$ cat src/rtl/seven_seg_pkg.sv
// Shared definitions for the seven-segment digit driver: anode codes,
// the blank segment pattern, the hex glyph table and anode decoding.
package seven_seg_pkg;

   // Active-low one-cold anode codes; bit 0 is the rightmost digit.
   localparam logic [3:0] DIG0    = 4'b1110;
   localparam logic [3:0] DIG1    = 4'b1101;
   localparam logic [3:0] DIG2    = 4'b1011;
   localparam logic [3:0] DIG3    = 4'b0111;
   localparam logic [3:0] ALL_OFF = 4'b1111;

   // All segments dark, active-low {g,f,e,d,c,b,a}.
   localparam logic [6:0] SEG_OFF = 7'h7F;

   // NOTE: this is a constant table, so it becomes pure decode logic;
   // unlike a writable memory it has nothing to reset.
   localparam logic [6:0] HEX_SEG [16] = '{
      7'b1000000,  // 0
      7'b1111001,  // 1
      7'b0100100,  // 2
      7'b0110000,  // 3
      7'b0011001,  // 4
      7'b0010010,  // 5
      7'b0000010,  // 6
      7'b1111000,  // 7
      7'b0000000,  // 8
      7'b0010000,  // 9
      7'b0001000,  // A
      7'b0000011,  // b
      7'b1000110,  // C
      7'b0100001,  // d
      7'b0000110,  // E
      7'b0001110   // F
   };

   // Decoded anode code: which digit is being scanned, and whether the code
   // was legal at all.
   typedef struct packed {
      logic       valid;
      logic [1:0] idx;
   } digit_sel_t;

   // Map a scanner anode code to a digit index; anything that is not
   // exactly one zero bit is flagged invalid.
   function automatic digit_sel_t decode_anode(input logic [3:0] code);
      digit_sel_t sel;
      sel = '{valid: 1'b0, idx: 2'd0};
      case (code)
         DIG0:    sel = '{valid: 1'b1, idx: 2'd0};
         DIG1:    sel = '{valid: 1'b1, idx: 2'd1};
         DIG2:    sel = '{valid: 1'b1, idx: 2'd2};
         DIG3:    sel = '{valid: 1'b1, idx: 2'd3};
         default: sel = '{valid: 1'b0, idx: 2'd0};
      endcase
      return sel;
   endfunction

endpackage

$ cat src/rtl/hex_to_seven_seg.sv
// Combinational hex nibble to active-low seven-segment glyph.
module hex_to_seven_seg
   import seven_seg_pkg::*;
(
   input  logic [3:0] nibble_i,
   output logic [6:0] seg_o
);

   assign seg_o = HEX_SEG[nibble_i];

endmodule

$ cat src/rtl/seven_seg_digit_driver.sv
// Drives segment cathodes and dp for the digit currently selected by the
// anode scanner. The display value is double-buffered and swapped only on
// the last digit of a frame, so a frame never mixes old and new digits.
module seven_seg_digit_driver
   import seven_seg_pkg::*;
#(
   parameter bit SEG_ACTIVE_LOW = 1'b1
) (
   input  logic        div_clock,
   input  logic        reset,
   input  logic [3:0]  anode_in,
   input  logic [15:0] value,
   input  logic [3:0]  dp_in,
   input  logic        load,
   input  logic        blank_lead,
   output logic [3:0]  anode,
   output logic [6:0]  segment,
   output logic        dp,
   output logic        update_pending,
   output logic        fault
);

   // Output polarity masks: XOR with these turns active-low patterns into
   // the board's polarity. anode stays active-low regardless.
   localparam logic [6:0] SEG_POL = SEG_ACTIVE_LOW ? 7'h00 : 7'h7F;
   localparam logic       DP_POL  = SEG_ACTIVE_LOW ? 1'b0  : 1'b1;

   // Shadow (written by load) and active (displayed) buffers.
   logic [15:0] shadow_val_q, shadow_val_d;
   logic [3:0]  shadow_dp_q,  shadow_dp_d;
   logic [15:0] active_val_q, active_val_d;
   logic [3:0]  active_dp_q,  active_dp_d;
   logic        pending_q,    pending_d;
   logic        fault_q,      fault_d;

   // Registered outputs, all launched on the same edge.
   logic [3:0]  anode_q,   anode_d;
   logic [6:0]  segment_q, segment_d;
   logic        dp_q,      dp_d;

   digit_sel_t  sel;
   logic        at_last;
   logic        bypass;
   logic        commit;
   logic [3:0]  cur_nib;
   logic [6:0]  hex_seg;
   logic [3:0]  lead_zero;
   logic        digit_blank;

   assign sel     = decode_anode(anode_in);
   assign at_last = sel.valid && (anode_in == DIG3);
   // A load on the frame's last digit goes straight to the active buffer.
   assign bypass  = at_last && load;
   assign commit  = at_last && pending_q && !load;

   // Nibble of the active value for the digit being scanned.
   assign cur_nib = active_val_q[{sel.idx, 2'b00} +: 4];

   // lead_zero[i] is set when digit i and every digit above it are zero.
   assign lead_zero[3] = (active_val_q[15:12] == 4'h0);
   assign lead_zero[2] = lead_zero[3] && (active_val_q[11:8] == 4'h0);
   assign lead_zero[1] = lead_zero[2] && (active_val_q[7:4]  == 4'h0);
   assign lead_zero[0] = lead_zero[1] && (active_val_q[3:0]  == 4'h0);

   // Digit 0 is never blanked so an all-zero value still reads "0".
   assign digit_blank = blank_lead && (sel.idx != 2'd0) && lead_zero[sel.idx];

   hex_to_seven_seg u_hex (
      .nibble_i (cur_nib),
      .seg_o    (hex_seg)
   );

   // Buffer next state: load into shadow, swap at the frame boundary.
   always_comb begin
      // NOTE: every signal gets a default first so no path leaves it
      // unassigned, which would otherwise infer a latch.
      shadow_val_d = shadow_val_q;
      shadow_dp_d  = shadow_dp_q;
      active_val_d = active_val_q;
      active_dp_d  = active_dp_q;
      pending_d    = pending_q;

      if (bypass) begin
         active_val_d = value;
         active_dp_d  = dp_in;
         pending_d    = 1'b0;
      end else begin
         if (commit) begin
            active_val_d = shadow_val_q;
            active_dp_d  = shadow_dp_q;
            pending_d    = 1'b0;
         end
         if (load) begin
            shadow_val_d = value;
            shadow_dp_d  = dp_in;
            pending_d    = 1'b1;
         end
      end
   end

   // Output next state: selected digit's glyph, or everything dark on an
   // illegal anode code.
   always_comb begin
      anode_d   = ALL_OFF;
      segment_d = SEG_OFF ^ SEG_POL;
      dp_d      = 1'b1 ^ DP_POL;
      fault_d   = fault_q | ~sel.valid;

      if (sel.valid) begin
         anode_d   = anode_in;
         segment_d = (digit_blank ? SEG_OFF : hex_seg) ^ SEG_POL;
         dp_d      = ~active_dp_q[sel.idx] ^ DP_POL;
      end
   end

   // State and output registers with synchronous reset.
   always_ff @(posedge div_clock) begin
      // NOTE: sequential state uses non-blocking assignments so every
      // register samples its pre-edge inputs regardless of statement order.
      if (reset) begin
         shadow_val_q <= '0;
         shadow_dp_q  <= '0;
         active_val_q <= '0;
         active_dp_q  <= '0;
         pending_q    <= 1'b0;
         fault_q      <= 1'b0;
         anode_q      <= ALL_OFF;
         segment_q    <= SEG_OFF ^ SEG_POL;
         dp_q         <= 1'b1 ^ DP_POL;
      end else begin
         shadow_val_q <= shadow_val_d;
         shadow_dp_q  <= shadow_dp_d;
         active_val_q <= active_val_d;
         active_dp_q  <= active_dp_d;
         pending_q    <= pending_d;
         fault_q      <= fault_d;
         anode_q      <= anode_d;
         segment_q    <= segment_d;
         dp_q         <= dp_d;
      end
   end

   assign anode          = anode_q;
   assign segment        = segment_q;
   assign dp             = dp_q;
   assign update_pending = pending_q;
   assign fault          = fault_q;

endmodule

$ cat config.mk
export PLATFORM = sky130hd
export DESIGN_NAME = seven_seg_digit_driver
export DESIGN_NICKNAME = d
export VERILOG_FILES = /design/src/rtl/seven_seg_pkg.sv /design/src/rtl/hex_to_seven_seg.sv /design/src/rtl/seven_seg_digit_driver.sv
export SDC_FILE = /design/constraint.sdc
export NUM_CORES = 1
export LEC_CHECK = 0
export CAP_MARGIN = 20
export CORE_MARGIN = 5
export CORE_UTILIZATION = 49
export CTS_BUF_LIST = sky130_fd_sc_hd__clkbuf_4 sky130_fd_sc_hd__clkbuf_8
export DETAILED_ROUTE_END_ITERATION = 6
export PLACE_DENSITY = 0.87
export SYNTH_ARGS = -nofsm -noshare
export SYNTH_HDL_FRONTEND = slang
export SYNTH_HIERARCHICAL = 1
export SYNTH_SLANG_ARGS = --single-unit
$ cat constraint.sdc
create_clock -name div_clock -period 2.7 [get_ports div_clock]
set_clock_uncertainty 0.1 [all_clocks]
set_input_delay 0.54 -clock div_clock [delete_from_list [all_inputs] [get_ports div_clock]]
set_output_delay 0.54 -clock div_clock [all_outputs]
set_load 0.01 [all_outputs]
==> results of run 1 <==
flip-flops by register name (all words and copies together) (netlist names):
signal,cells
active_val_q,16
shadow_val_q,16
segment,7
active_dp_q,4
anode,4
shadow_dp_q,4
dp,1
fault,1
update_pending,1
through the flow:
stage	utilization, %	setup slack (ns)
finish	67.4	0.0927
global route	67.4	0.00281
CTS	67.1	0.0411
detailed placement	64.0	-0.548
global placement	64.0	-0.418
floorplan	-	0.0250
layout make-up:
class	count	area, um^2
well taps	67	83.8
repair buffers	71	629
clock buffers	5	68.8
inverters	7	26.3
flip-flops and latches	54	1080
clock inverters	3	47.5
fillers	382	1560
multi-input cells	198	1290
kinds of logic (layout without fill, tap and decap cells):
group,count (synthesis),count (layout),synth area share [%]
flops,54,54,44.1
simple gates,98,98,18.6
mux,19,19,8.99
fa+ha+maj,7,7,3.57
compound gates,71,71,18.4
xor+xnor,3,3,1.07
buf+inv,27,86,5.26
final timing paths:
check             cells after the start  slack, ns        startpoint         end
setup / recovery                      9       0.09       anode_in[1]  segment[3]
hold / removal                        2       0.35             fault       fault
setup reg to reg                      7       0.64  active_val_q[12]  segment[3]
hold reg to reg                       2       0.35             fault       fault
metal layers:
| layer | GRT usage (%) | wire, um | part of all wire, % |
|---|---|---|---|
| met5 | 0 | 0 | 0 |
| met4 | 6.59 | 95 | 1.7 |
| met3 | 4.37 | 330 | 6.0 |
| met2 | 31.7 | 2680 | 49 |
| met1 | 23.6 | 2400 | 44 |
where the power goes:
| group | leakage (nW) | internal, mW | total [mW] | switching [mW] |
|---|---|---|---|---|
| registers | 0.442 | 0.832 | 0.850 | 0.0186 |
| logic | 0.705 | 0.139 | 0.265 | 0.126 |
| clock network | 0.0591 | 0.283 | 0.558 | 0.275 |
| total | 1.21 | 1.25 | 1.67 | 0.419 |
worst reg2reg max path: cells and delay by family (launching register included):
| kind | cells | cell delay, ns |
|---|---|---|
| AND/OR/NAND/NOR | 1 | 0.23 |
| multiplexers | 3 | 0.80 |
| flip-flops | 1 | 0.40 |
| adder cells (fa/ha/maj) | 1 | 0.29 |
| buffers and inverters | 2 | 0.14 |
what timing repair did:
action	CTS	global route
setup endpoints to repair	5	3
buffers inserted	3	2
pin swaps	1	2
hold buffers	0	0
resized for setup	10	6
layout by cell type (no fill, tap or decap), types with 2 or more instances in the layout:
cell type,netlist,final
clkdlybuf4s15_1,0,2
o21ai_0,2,2
nand2b_1,3,3
inv_2,1,3
nor2_1,28,28
mux2i_4,0,2
a211oi_1,19,19
clkbuf_8,0,5
a22o_1,2,2
mux2i_1,16,10
dfxtp_1,54,54
mux2i_2,0,4
clkdlybuf4s50_1,0,37
mux4_2,1,2
nand2_1,46,45
a21oi_1,23,23
ha_1,7,6
o211ai_1,2,2
buf_4,0,30
nor4_1,2,2
o22ai_1,21,21
or2_1,7,7
inv_1,6,4
inv_6,0,2
==> run metrics, run 1 <==
status complete, no violations; die width 80.7 um; hold_ws 0.348 ns; number of global-route vias before repair approximately 2,100; PwrDens around 520 mW/mm^2; Core Rows 25; CP Max Fanout 5; TritonCTS clock tree done; DRT iter0 DRCs 85; max_cap viols 0; Via density around 5.3; Seq cells post-synth 54; Setup crit end kind flop; gr ovfl total 0; critical path data required time about 2.8 ns; Clock Latency Late Sink around 0.31 ns; DRC Markers 0; Pre-Repair DR Iteration Count 4; count leader, synth dfxtp_1; Top FF cell, synth dfxtp_1; diode count 0; Sink Count 54; synth cell count leaders dfxtp_1 (54), nand2_1 (46), nor2_1 (28), a21oi_1 (23), o22ai_1 (21); CTS Buf Count 5; first-pass GRT wire length between 9 and 10 mm; clk slew on worst S/H paths 0.10 ns; Final Hold Fails 0; CP Buf/Inv Count 3; CP Launch Type input pin; Yosys top cell by area dfxtp_1; CTS root buffer clkbuf_8; wire per inst approximately 14 um; Seq/Total Area, Yosys between 40 and 50%; Placeable Area between 0.004 and 0.005 mm^2; Hold Path Class flop to flop; DR vias ~2,100; post-synth top area share 44.1%; Synth-to-Final Area Change 31.7%; largest net degree at the start of global routing 43; GRT Util Overall between 10% and 20%; setup tns final 0 ns; Final #Nets about 370; final WL 5.51 mm; Fmax ~0.38 GHz; average cell area after synthesis 8.78 um^2; top area cells in the synthesized netlist dfxtp_1 (44%), nand2_1 (7.0%), mux2i_1 (6.5%); Die Y 80.7 um; Critical Path AT approximately 2.7 ns; H-tree levels 2; Final period util between 90% and 100%; VDD IR max 0.471 mV; Slew @ Worst Pin between 0.4 and 0.5 ns; Total Die Area about 0.0065 mm^2; endpoints failing setup 0; leak pwr 1.21 nW; Mapped Nets 314; Final GP Congestion around 0.85; Slew Viols, Final 0; Routed Antenna Nets 0; Cells after Synth about 280; async set-reset flop share out of synthesis 0%; delay-heaviest family, CP multiplexers; Post-Place Cell Area just over 0.003 mm^2; share of cells above drive strength 1 roughly 17%; dpl cells 392; post-synth design cell area between 0.002 and 0.0025 mm^2; RSZ-0062 raised after global routing no; DP Wirelength roughly 4 mm; synth warn 6; starting density of the core a little over 50%; CP max-delay cell mux4_2; initial antenna violation count 0; Tot Pwr between 1.5 and 2 mW; critical-path cell list clkdlybuf4s15_1, xor2_1, and3_4, mux2i_4, inv_2, ha_1, inv_1, mux4_2, or2_1; Design Area, Final about 0.0032 mm^2; Cell variety after synth 39; io pins 42; fin crit period 2.61 ns; Clock Path Buffers 2; CP peak stage delay between 0.4 and 0.5 ns; final std cells w/o fill just over 400; count of buffers from port buffering slightly above 40; Slew HR 66.3%; Setup Crit Path Kind input pin to flop; number of synthesized flops with an enable pin 0
No activity file was read; power rests on OpenSTA's default activity.
==> inputs of run 2 (changes only) <==
--- a/config.mk
+++ b/config.mk
@@ -10,7 +10,7 @@
 export CORE_UTILIZATION = 49
 export CTS_BUF_LIST = sky130_fd_sc_hd__clkbuf_4 sky130_fd_sc_hd__clkbuf_8
 export DETAILED_ROUTE_END_ITERATION = 6
-export PLACE_DENSITY = 0.87
+export PLACE_DENSITY_LB_ADDON = 0.3
 export SYNTH_ARGS = -nofsm -noshare
 export SYNTH_HDL_FRONTEND = slang
 export SYNTH_HIERARCHICAL = 1
==> run metrics, run 2 (same netlist as run 1, synthesis figures left out) <==
first-pass GRT wire length 9.36 mm (was 9.61 mm); Fmax 0.386 GHz (was 0.384 GHz); Setup Crit Path Kind input pin to flop (unchanged); Slew Viols, Final 0 (unchanged); worst reg2reg setup slack 0.64 ns (about the same); Critical R2R Launch active_val_q[8] (was active_val_q[12]); Die Y 80.7 um (unchanged); largest net degree at the start of global routing 42 (was 43); CTS Buf Count 5 (unchanged); DRC Markers 0 (unchanged); Sequential Area 0.00108 mm^2 (unchanged); Final GP Congestion 0.859 (was 0.855); CP Max Fanout 4 (was 5); Hold Startpoint shadow_val_q[8] (was fault); Final #Nets 369 (was 372); Crit Reg-Reg Endpoint segment[3] (unchanged); area occupied by multi-input gates 0.00129 mm^2 (about the same); commonest non-fill, non-tap cells in the layout dfxtp_1 (54), nand2_1 (45), clkdlybuf4s50_1 (37) (unchanged); Core Rows 25 (unchanged); commonest non-fill, non-tap cell in the layout dfxtp_1 (unchanged); Hold Path Class flop to flop (unchanged); VDD IR max 0.357 mV (was 0.471 mV); critical path data required time 2.81 ns (about the same); final WL 5.49 mm (was 5.51 mm); DR vias 2,121 (was 2,146); number of global-route vias before repair 2,067 (was 2,104); hold_ws 0.359 ns (was 0.348 ns); starting density of the core 51.2% (unchanged); Total Die Area 0.00651 mm^2 (unchanged); Sink Count 54 (unchanged); GRT Util Overall 18.0% (was 18.8%); Min-Delay Path Depth 2 (unchanged); Clock Path Buffers 2 (unchanged); Clock Latency Late Sink 0.31 ns (about the same); # fillers 421 (was 382); diode count 0 (unchanged); H-tree levels 2 (unchanged); Routed Antenna Nets 0 (unchanged); max_cap viols 0 (unchanged); count of buffers from port buffering 41 (unchanged); DP Wirelength 3.93 mm (was 3.98 mm); CTS root buffer clkbuf_8 (unchanged); RSZ-0062 raised after global routing no (unchanged); Slew HR 62.2% (was 66.3%); TritonCTS clock tree done (unchanged); hold path endpoint shadow_val_q[8] (was fault); Critical Path AT 2.70 ns (was 2.72 ns); Worst R2R Path Depth 7 (unchanged); CP Launch Type input pin (unchanged); endpoints failing setup 0 (unchanged); Via density 5.28 (was 5.30); share of cells above drive strength 1 15.2% (was 16.9%); DRT iter0 DRCs 87 (was 85); PwrDens 517 mW/mm^2 (was 519 mW/mm^2); fin crit period 2.59 ns (was 2.61 ns); Final period util 95.9% (was 96.6%); Tot Pwr 1.66 mW (was 1.67 mW); status complete, no violations (unchanged); gr ovfl total 0 (unchanged); die width 80.7 um (unchanged); Final Hold Fails 0 (unchanged); clk slew on worst S/H paths 0.09 ns (was 0.10 ns); wire per inst 13.6 um (about the same); Setup crit end kind flop (unchanged); Finished Core Util 66.9% (was 67.4%); Slew @ Worst Pin 0.551 ns (was 0.491 ns); io pins 42 (unchanged); leak pwr 1.20 nW (was 1.21 nW); Pre-Repair DR Iteration Count 4 (unchanged); initial antenna violation count 0 (unchanged); Placeable Area 0.00479 mm^2 (unchanged); Synth-to-Final Area Change 30.7% (was 31.7%)
## run 2: cell types whose count changed in the layout (fill, tap and decap cells not counted), sizes merged
| cell | delta |
|---|---|
| clkdlybuf4s15 | -2 |
| dlygate4sd2 | +3 |
| clkinvlp | +1 |
| inv | -2 |
| buf | -3 |
## run 2: final cells by class
cell class	count	share of cell area, %
Multi-Input combinational cell	198	40.3
Sequential cell	54	33.8
Timing Repair Buffer	68	19.0
Tap cell	67	2.62
Clock buffer	6	2.38
Clock inverter	2	1.17
Inverter	7	0.820
## run 2: how the worst max path moves through the flow
stage / start / to / cells after the start
2_1_floorplan: anode_in[1] / segment[3] / 10
3_3_place_gp: anode_in[3] / segment[3] / 9
3_5_place_dp: anode_in[3] / segment[3] / 9
4_1_cts: anode_in[3] / segment[3] / 9
5_1_grt: anode_in[3] / segment[3] / 8
6_report: anode_in[3] / segment[3] / 9
## run 2: critical path, stage by stage
cell and delay, ns:
dlygate4sd2_1 0.32, xor2_1 0.18, and3_4 0.25, mux2i_4 0.29
inv_2 0.07, ha_1 0.28, inv_1 0.05, mux4_1 0.48
or2_1 0.23
## run 2: power by group
part	switching, mW	total, mW	internal (mW)
Combinational	0.124	0.260	0.135
Clock	0.260	0.547	0.287
Sequential	0.0189	0.850	0.831
## run 2: what timing repair did
item,CTS,global route
setup endpoints to repair,5,0
hold buffers,0,0
setup buffers,1,0
resized for setup,10,0
## run 2: through the flow
stage               area [um^2]  cells  setup TNS [ns]  setup WS [ns]
detailed placement         3070    393           -2.80         -0.523
floorplan                  2480    279               0         0.0250
global route               3200    402               0        0.00959
global placement           3070    393           -2.06         -0.405
finish                     3200    402               0          0.110
CTS                        3200    402               0          0.105
## run 2: metal layers
metal	up-vias	wire [um]	global-route usage, %
met5	-	0	0
met4	0	46	4.56
met3	5	197	3.59
met2	36	2650	31.4
met1	987	2590	22.8
li1	1093	-	-
==> inputs of run 3 (changes only) <==
--- a/config.mk
+++ b/config.mk
@@ -11,6 +11,7 @@
 export CTS_BUF_LIST = sky130_fd_sc_hd__clkbuf_4 sky130_fd_sc_hd__clkbuf_8
 export DETAILED_ROUTE_END_ITERATION = 6
 export PLACE_DENSITY_LB_ADDON = 0.3
+export RECOVER_POWER = 50
 export SYNTH_ARGS = -nofsm -noshare
 export SYNTH_HDL_FRONTEND = slang
 export SYNTH_HIERARCHICAL = 1
==> constraint.sdc (replaced) <==
create_clock -name div_clock -period 2.7 [get_ports div_clock]
set_clock_uncertainty 0.1 [all_clocks]
set_input_delay 0.54 -clock div_clock [delete_from_list [all_inputs] [get_ports div_clock]]
set_output_delay 0.54 -clock div_clock [all_outputs]
set_load 0.005 [all_outputs]
==> run metrics, run 3 (same netlist as run 1, synthesis figures left out) <==
gr ovfl total 0 (unchanged); diode count 0 (unchanged); TritonCTS clock tree done (unchanged); Min-Delay Path Depth 2 (unchanged); RSZ-0062 raised after global routing no (unchanged); Slew @ Worst Pin 0.861 ns (was 0.551 ns); Post-Place Cell Area 0.00307 mm^2 (unchanged); clk slew on worst S/H paths 0.09 ns (about the same); starting density of the core 51.2% (unchanged); commonest non-fill, non-tap cells in the layout dfxtp_1 (54), nand2_1 (45), nor2_1 (28) (was dfxtp_1 (54), nand2_1 (45), clkdlybuf4s50_1 (37)); DR vias 2,127 (was 2,121); Slew Viols, Final 0 (unchanged); # fillers 427 (was 421); Final Hold Fails 0 (unchanged); Finished Core Util 66.6% (was 66.9%); Clock Latency Late Sink 0.31 ns (about the same); max_cap viols 0 (unchanged); Design Area, Final 0.00319 mm^2 (was 0.00320 mm^2); critical path data required time 2.81 ns (about the same); leak pwr 1.15 nW (was 1.20 nW); CTS Buf Count 5 (unchanged); Synth-to-Final Area Change 30.1% (was 30.7%); Routed Antenna Nets 0 (unchanged); Total Die Area 0.00651 mm^2 (unchanged); Core Rows 25 (unchanged); CP peak stage delay 0.48 ns (about the same); area occupied by multi-input gates 0.00129 mm^2 (unchanged); status complete, no violations (unchanged); Final period util 95.9% (about the same); die width 80.7 um (unchanged); final WL 5.46 mm (was 5.49 mm); CTS root buffer clkbuf_8 (unchanged); DRT iter0 DRCs 90 (was 87); Setup crit end kind flop (unchanged); first-pass GRT wire length 9.36 mm (unchanged); DP Wirelength 3.93 mm (unchanged); CP Launch Type input pin (unchanged); delay-heaviest family, CP multiplexers (unchanged); Hold Path Class flop to flop (unchanged); # hold bufs at CTS 0 (unchanged); CP Buf/Inv Count 3 (unchanged); hold_ws 0.359 ns (about the same); PwrDens 517 mW/mm^2 (about the same); Pre-Repair DR Iteration Count 5 (was 4); Slew HR 42.6% (was 62.2%); endpoints failing setup 0 (unchanged); Final #Nets 369 (unchanged); CP max-delay cell mux4_1 (unchanged); Tot Pwr 1.65 mW (was 1.66 mW); share of cells above drive strength 1 14.0% (was 15.2%); Via density 5.29 (was 5.28); Sequential Area 0.00108 mm^2 (unchanged); count of buffers from port buffering 41 (unchanged); Clock Path Buffers 2 (unchanged); Placeable Area 0.00479 mm^2 (unchanged); Sink Count 54 (unchanged); io pins 42 (unchanged); Worst path depth 9 (unchanged); commonest non-fill, non-tap cell in the layout dfxtp_1 (unchanged); Fmax 0.386 GHz (about the same); initial antenna violation count 0 (unchanged); Critical Path AT 2.69 ns (was 2.70 ns); Die Y 80.7 um (unchanged); largest net degree at the start of global routing 42 (unchanged); H-tree levels 2 (unchanged); critical-path cell list dlygate4sd2_1, xor2_1, and3_4, mux2i_4, inv_2, ha_1, inv_1, mux4_1, or2_1 (unchanged); Worst R2R Path Depth 7 (unchanged); Setup Crit Path Kind input pin to flop (unchanged); fin crit period 2.59 ns (about the same); GRT Util Overall 18.0% (unchanged); CP Max Fanout 4 (unchanged); DRC Markers 0 (unchanged); number of global-route vias before repair 2,067 (unchanged); VDD IR max 0.357 mV (about the same); Final GP Congestion 0.859 (unchanged); wire per inst 13.6 um (about the same)
==> run 3: layout make-up <==
class                   count  area share (%)
flip-flops and latches     54            33.9
clock inverters             2            1.18
clock buffers               6            2.39
inverters                   7           0.824
well taps                  67            2.63
repair buffers             68            18.6
multi-input cells         198            40.5
==> run 3: what timing repair did <==
item	CTS	global route
setup buffers	1	0
setup endpoints to repair	5	0
gates resized for setup	10	0
==> run 3: final timing paths <==
path	to	slack, ns	from
setup / recovery	segment[3]	0.11	anode_in[3]
hold / removal	shadow_val_q[8]	0.36	shadow_val_q[8]
setup reg to reg	segment[3]	0.64	active_val_q[8]
hold reg to reg	shadow_val_q[8]	0.36	shadow_val_q[8]
==> run 3: worst min-delay path, cell delays in order, from the launching register on <==
cell and delay, ns:
dfxtp_1 0.32, nand2_1 0.05, a21oi_1 0.05
==> run 3: power breakdown <==
part | total [mW] | internal (mW) | switching, mW
combinational | 0.250 | 0.130 | 0.120
sequential | 0.850 | 0.831 | 0.0184
clock | 0.549 | 0.287 | 0.262
==> run 3: metrics by stage <==
stage	setup WS [ns]	setup TNS [ns]	std cells
2_1_floorplan	0.0250	0	279
3_3_place_gp	-0.405	-2.06	393
3_5_place_dp	-0.523	-2.80	393
4_1_cts	0.105	0	402
5_1_grt	0.0128	0	402
6_report	0.112	0	402
==> run 3: layer usage <==
layer	vias to the layer above	global-route usage (%)	wire length, um
met1	982	22.8	2550
met4	0	4.56	46
li1	1092	-	-
met2	48	31.4	2610
met5	-	0	0
met3	5	3.59	240
==> patch 1 (config.mk and constraints of run 3) <==
Reset style: asynchronous (`reset`), changed in one clocked block. Comments in the files are not updated.
--- a/src/rtl/seven_seg_digit_driver.sv
+++ b/src/rtl/seven_seg_digit_driver.sv
@@ -114,7 +114,7 @@
    end
 
    // State and output registers with synchronous reset.
-   always_ff @(posedge div_clock) begin
+   always_ff @(posedge div_clock or posedge reset) begin
       // NOTE: sequential state uses non-blocking assignments so every
       // register samples its pre-edge inputs regardless of statement order.
       if (reset) begin
Function: differs if reset is asserted again (counterexample within 4 cycles, from zero or initial values and one cycle with reset high); with reset held inactive, the same outputs for 10 cycles.
==> patch 1 against run 3 <==
  * Worst setup slack improved by 0.0080 ns
  * Global-route usage down 1.1 points
  * Wire length rose by 11%
  * Die area increased by 16%
  * Cell count is 5.0% lower
  * Design area increased by 15%
  * Sequential cell count stayed put
  * Register-to-register slack improved by 0.06 ns
  * Area after synthesis rose by 18%
  * Fmax rose by 0.31%
Power is not compared: it rests on default switching activity, and its combinational part moved more than twofold at a synthesized area within 25%.
==> patch 1: results (changes against run 3) <==
* Outcome: finished, final reports clean
* Worst Hold Launch: fault$_DFF_PP0_
* Top cells by instance count after synthesis: dfrtp_1, mux2_4, nand2_1
* Wirelength per Cell at 15.9 um (+17%)
* Hold WC Path Type: reg2reg
* Mapped Nets at 278 (-11%)
* Top-area cell type share of the netlist area at 0.363 (-0.0787)
* Tot GR Track Use at 0.169 (-0.0113)
* Sequential area share after synthesis at 0.471 (+0.0300)
* Worst hold slack at 0.384 ns (+0.0253 ns)
* DRT iter0 DRCs at 92 (+2.2%)
* Worst hold path depth at 1 (-1)
* Skew-Pair Late Insertion Delay at 0.31 ns (about the same)
* DR pass1 iterations at 4 (-1)
* Worst-path clk slew at 0.09 ns (about the same)
* Area contributors post-synth: dfrtp_1, dfstp_2, mux2_4
* P_leak at 1.59 nW
* Nets at 341 (-7.6%)
* Hold Crit Endpoint: fault$_DFF_PP0_
* HPWL after DPL at 4450 um (+13%)
* CP max FO at 6 (+2)
* Vias in the first global route at 2241 (+8.4%)
* Pin count of the biggest net entering global routing at 22 (-48%)
* Maximum VDD drop at 397 uV
* Htree depth at 2 (unchanged)
* Initial antenna violation count at 0 (unchanged)
* CTS Root Buffer Type: clkbuf_8
* Synth unique cells at 46 (+18%)
* Asr flop ratio synth at 1.00 (+1.00)
* R2R Path Start: active_val_q[12]$_DFFE_PP0P_
* Via count at 2108 (-0.89%)
* Critical Path AT at 2.73 ns (+0.04 ns)
* R2R depth at 8 (+1)
* Worst r2r dst: segment[3]$_DFF_PP1_
* GRT Residual Overflow at 0 (unchanged)
* R2R setup slack at 0.70 ns (+0.06 ns)
* Share of layout cells above drive strength 1 at 0.339 (+0.198)
* Sw frac at 0.304
* Bufs on Longest Clock Path at 2 (unchanged)
* First-pass GRT wire length at 10100 um (+8.2%)
* Ys Warns at 6 (unchanged)
* Ant. Diodes at 0 (unchanged)
* GP Congestion at 0.779 (-9.4%)
* Rel. slew slack at 0.471 (+0.0445)
* Buffers on Ports at 41 (unchanged)
* Num CTS Buffers at 5 (unchanged)
## patch 1: critical path, cell delays in order
cell	delay [ns]
clkdlybuf4s50_1	0.51
nand2_1	0.10
or2_4	0.30
o21ai_4	0.22
inv_2	0.07
ha_1	0.28
inv_1	0.06
mux4_1	0.49
nor2_1	0.10
nand2_1	0.05
## patch 1: what timing repair did
action / CTS / global route
gates resized for setup: 8 / 13
buffers inserted: 1 / 1
cloned: 0 / 0
pin swaps: 2 / 3
endpoints found under the setup margin: 3 / 3
## patch 1: layout make-up
type	instances	area, um2
multi-input cells	165	1420
well taps	75	93.8
clock buffers	7	90.1
fillers	454	2170
repair buffers	74	672
flip-flops and latches	54	1370
clock inverters	1	5.00
inverters	6	25.0
## patch 1: how the worst max path moves through the flow
stage / slack [ns] / end / start / depth (start not counted)
2_1_floorplan: 0.004 / segment[3]$_DFF_PP1_ / anode_in[1] / 12
3_3_place_gp: -0.37 / segment[0]$_DFF_PP1_ / anode_in[1] / 12
3_5_place_dp: -0.45 / segment[0]$_DFF_PP1_ / anode_in[1] / 12
4_1_cts: 0.009 / segment[0]$_DFF_PP1_ / anode_in[3] / 12
5_1_grt: 0.02 / segment[0]$_DFF_PP1_ / anode_in[0] / 12
6_report: 0.12 / segment[3]$_DFF_PP1_ / anode_in[0] / 10
## patch 1: stage by stage
step           instance area [um2]  std cells  worst slack, ns
6_report                      3680        382            0.120
5_1_grt                       3680        382           0.0171
4_1_cts                       3610        381          0.00932
3_5_place_dp                  3500        372           -0.455
3_3_place_gp                  3500        372           -0.368
2_1_floorplan                 2910        243          0.00398
## patch 1: power by group through the flow
stage	combinational, mW	sequential [mW]	clock, mW
finish	0.687	1.09	0.477
detailed placement	0.655	1.09	0
global route	0.754	1.11	0.528
floorplan	0.435	1.06	0
global placement	0.632	1.09	0
CTS	0.667	1.08	0.482
## patch 1: cell families after synthesis
kind of cell               synth area share
muxes                                 0.148
AOI/OAI and AO/OA                     0.180
buffers and inverters                0.0639
xor gates and xnor gates            0.00604
and+or+nand+nor                       0.101
adders and majority gates            0.0302
DFF                                   0.471
## patch 1: metal layers
metal,vias to the layer above,global-route usage,part of all wire
met5,-,0,0
met4,0,0.0524,0.014
met3,7,0.0369,0.056
met2,51,0.295,0.49
met1,1037,0.208,0.44
li1,1013,-,-
==> patch 2 (settings of run 3) <==
Made on the original files. `SEG_ACTIVE_LOW`: 1'b1 -> 1'b0.
--- a/src/rtl/seven_seg_digit_driver.sv
+++ b/src/rtl/seven_seg_digit_driver.sv
@@ -4,7 +4,7 @@
 module seven_seg_digit_driver
    import seven_seg_pkg::*;
 #(
-   parameter bit SEG_ACTIVE_LOW = 1'b1
+   parameter bit SEG_ACTIVE_LOW = 1'b0
 ) (
    input  logic        div_clock,
    input  logic        reset,
Function: changed (a bounded check fails within 4 cycles, from zero or initial values and one cycle with reset high).
==> patch 2 against run 3 <==
  * Design area is 0.39% lower
  * Fmax rose by 4.7%
  * Worst setup slack gained 0.12 ns
  * Area after synthesis shrank 0.36%
  * Sequential power hardly changed
  * Largest power group unchanged
  * Total power shrank 6.9%
  * Via count rose by 1.4%
  * Highest routed layer unchanged
  * Count of clock-buffer cells in the layout up 1
  * First-iteration DRC count fell by 43%
  * Core utilization decreased by 0.26 points
  * Wire length is 1.5% lower
  * Sequential cell count stayed put
==> patch 2: results (changes against run 3) <==
* Outcome: finished, final reports clean
* Cells after Synth at 281 (+0.72%)
* Mapped Nets at 316 (+0.64%)
* Hold WC Path Type: reg2reg
* Worst hold path depth at 2 (unchanged)
* Worst Hold Launch: fault$_SDFF_PP0_
* Htree depth at 2 (unchanged)
* Rel. slew slack at 0.422 (-0.00375)
* Crit-path max cell delay at 0.36 ns (-0.12 ns)
* Num CTS Buffers at 5 (unchanged)
* P_leak at 1.24 nW (+8.3%)
* Nets at 376 (+1.9%)
* Tot GR Track Use at 0.173 (-0.00735)
* Pin count of the biggest net entering global routing at 42 (unchanged)
* Top cells by instance count after synthesis: dfxtp_1, nand2_1, nor2_1
* DR pass1 iterations at 4 (-1)
* Asr flop ratio synth at 0 (unchanged)
* CTS Root Buffer Type: clkbuf_8
* CP max FO at 6 (+2)
* Cell area after placement at 3070 um2 (about the same)
* Dpl cells at 398 (+1.3%)
* R2R Path Start: active_val_q[12]$_SDFFE_PP0P_
* Initial antenna violation count at 0 (unchanged)
* R2R setup slack at 0.82 ns (+0.18 ns)
* WL final at 5370 um (-1.5%)
* Skew-Pair Late Insertion Delay at 0.30 ns
* Maximum VDD drop at 335 uV (-6.2%)
* Fill count at 423 (-0.94%)
* GP Congestion at 0.885 (+3.0%)
* Pre-CTS setup slack at -0.429 ns (+0.0944 ns)
* First-pass GRT wire length at 8900 um (-4.9%)
* Vias in the first global route at 1980 (-4.2%)
* DRT iter0 DRCs at 51 (-43%)
* Ys Warns at 6 (unchanged)
* Finished Layout Cells at 408 (+1.5%)
* Worst r2r dst: segment[3]$_SDFF_PP0_
* HPWL after DPL at 3930 um (+0.14%)
* Hold Crit Endpoint: fault$_SDFF_PP0_
* Max Freq at 404 MHz (+4.7%)
* Sequential area share after synthesis at 0.443 (+0.00158)
* Worst path slowest cell: or3b_1
* Share of layout cells above drive strength 1 at 0.138 (-0.00247)
* Critical Path AT at 2.58 ns (-0.11 ns)
* Via count at 2157 (+1.4%)
* Area contributors post-synth: dfxtp_1, nand2_1, mux2i_1
* Worst-path clk slew at 0.09 ns (about the same)
[patch 2: cell types whose count changed in the layout (fill, tap and decap cells not counted), sizes merged, moves of 3 or more]
cell	before	now
and2	1	4
buf	23	26
nor2	29	35
clkbuf	10	13
or2	7	0
[patch 2: power by group]
group	switching (mW)	internal [mW]	total (mW)
registers	0.0175	0.831	0.849
clock network	0.238	0.199	0.437
logic	0.118	0.132	0.250
[patch 2: worst max-delay path: cells and delay by family]
family / cells / cell delay (ns)
simple gates: 4 / 0.86
buf+inv: 2 / 0.41
mux: 2 / 0.33
xor+xnor: 1 / 0.18
fa+ha+maj: 1 / 0.18
compound gates: 1 / 0.08
[patch 2: cells by family after synthesis]
| kind of cell | synth area share |
|---|---|
| simple gates | 0.182 |
| compound gates | 0.184 |
| flops | 0.443 |
| buf+inv | 0.0538 |
| mux | 0.0902 |
| fa+ha+maj | 0.0359 |
| xor+xnor | 0.0108 |
[patch 2: timing repair]
item | CTS | global route
hold buffers | 0 | 0
buffers inserted | 2 | 1
resized for setup | 5 | 4
setup endpoints to repair | 3 | 7
pin swaps | 2 | 1
[patch 2: area by class of cell]
class,instances,area (um2),area share
Multi-Input combinational cell,199,1250,0.392
Sequential cell,54,1080,0.340
Timing Repair Buffer,73,651,0.205
Clock buffer,7,83.8,0.0264
Tap cell,67,83.8,0.0264
Inverter,8,30.0,0.00946
[patch 2: worst max-delay path by stage]
| stage | from | to | cells past startpoint |
|---|---|---|---|
| after floorplan | anode_in[1] | segment[3]$_SDFF_PP0_ | 9 |
| after global placement | anode_in[1] | segment[3]$_SDFF_PP0_ | 9 |
| after detailed placement | anode_in[1] | segment[3]$_SDFF_PP0_ | 9 |
| after CTS | anode_in[2] | segment[3]$_SDFF_PP0_ | 10 |
| after global routing | load | shadow_val_q[10]$_SDFFE_PP0P_ | 7 |
| final | anode_in[3] | segment[0]$_SDFF_PP0_ | 11 |
[patch 2: per-stage QoR]
step | TNS, ns | hold slack [ns] | utilization | power (mW)
floorplan | 0 | 0.337 | - | 0.998
global placement | -1.70 | 0.341 | 0.641 | 1.11
detailed placement | -2.06 | 0.348 | 0.641 | 1.12
CTS | 0 | 0.360 | 0.662 | 1.56
global route | 0 | 0.375 | 0.664 | 1.61
finish | 0 | 0.357 | 0.664 | 1.54
[patch 2: layer usage]
layer  track usage  up-vias  wire (um)
met5             0        -          0
met4        0.0524        0         78
met3        0.0392        9        227
met2         0.302       47       2630
met1         0.210     1003       2430
li1              -     1098          -
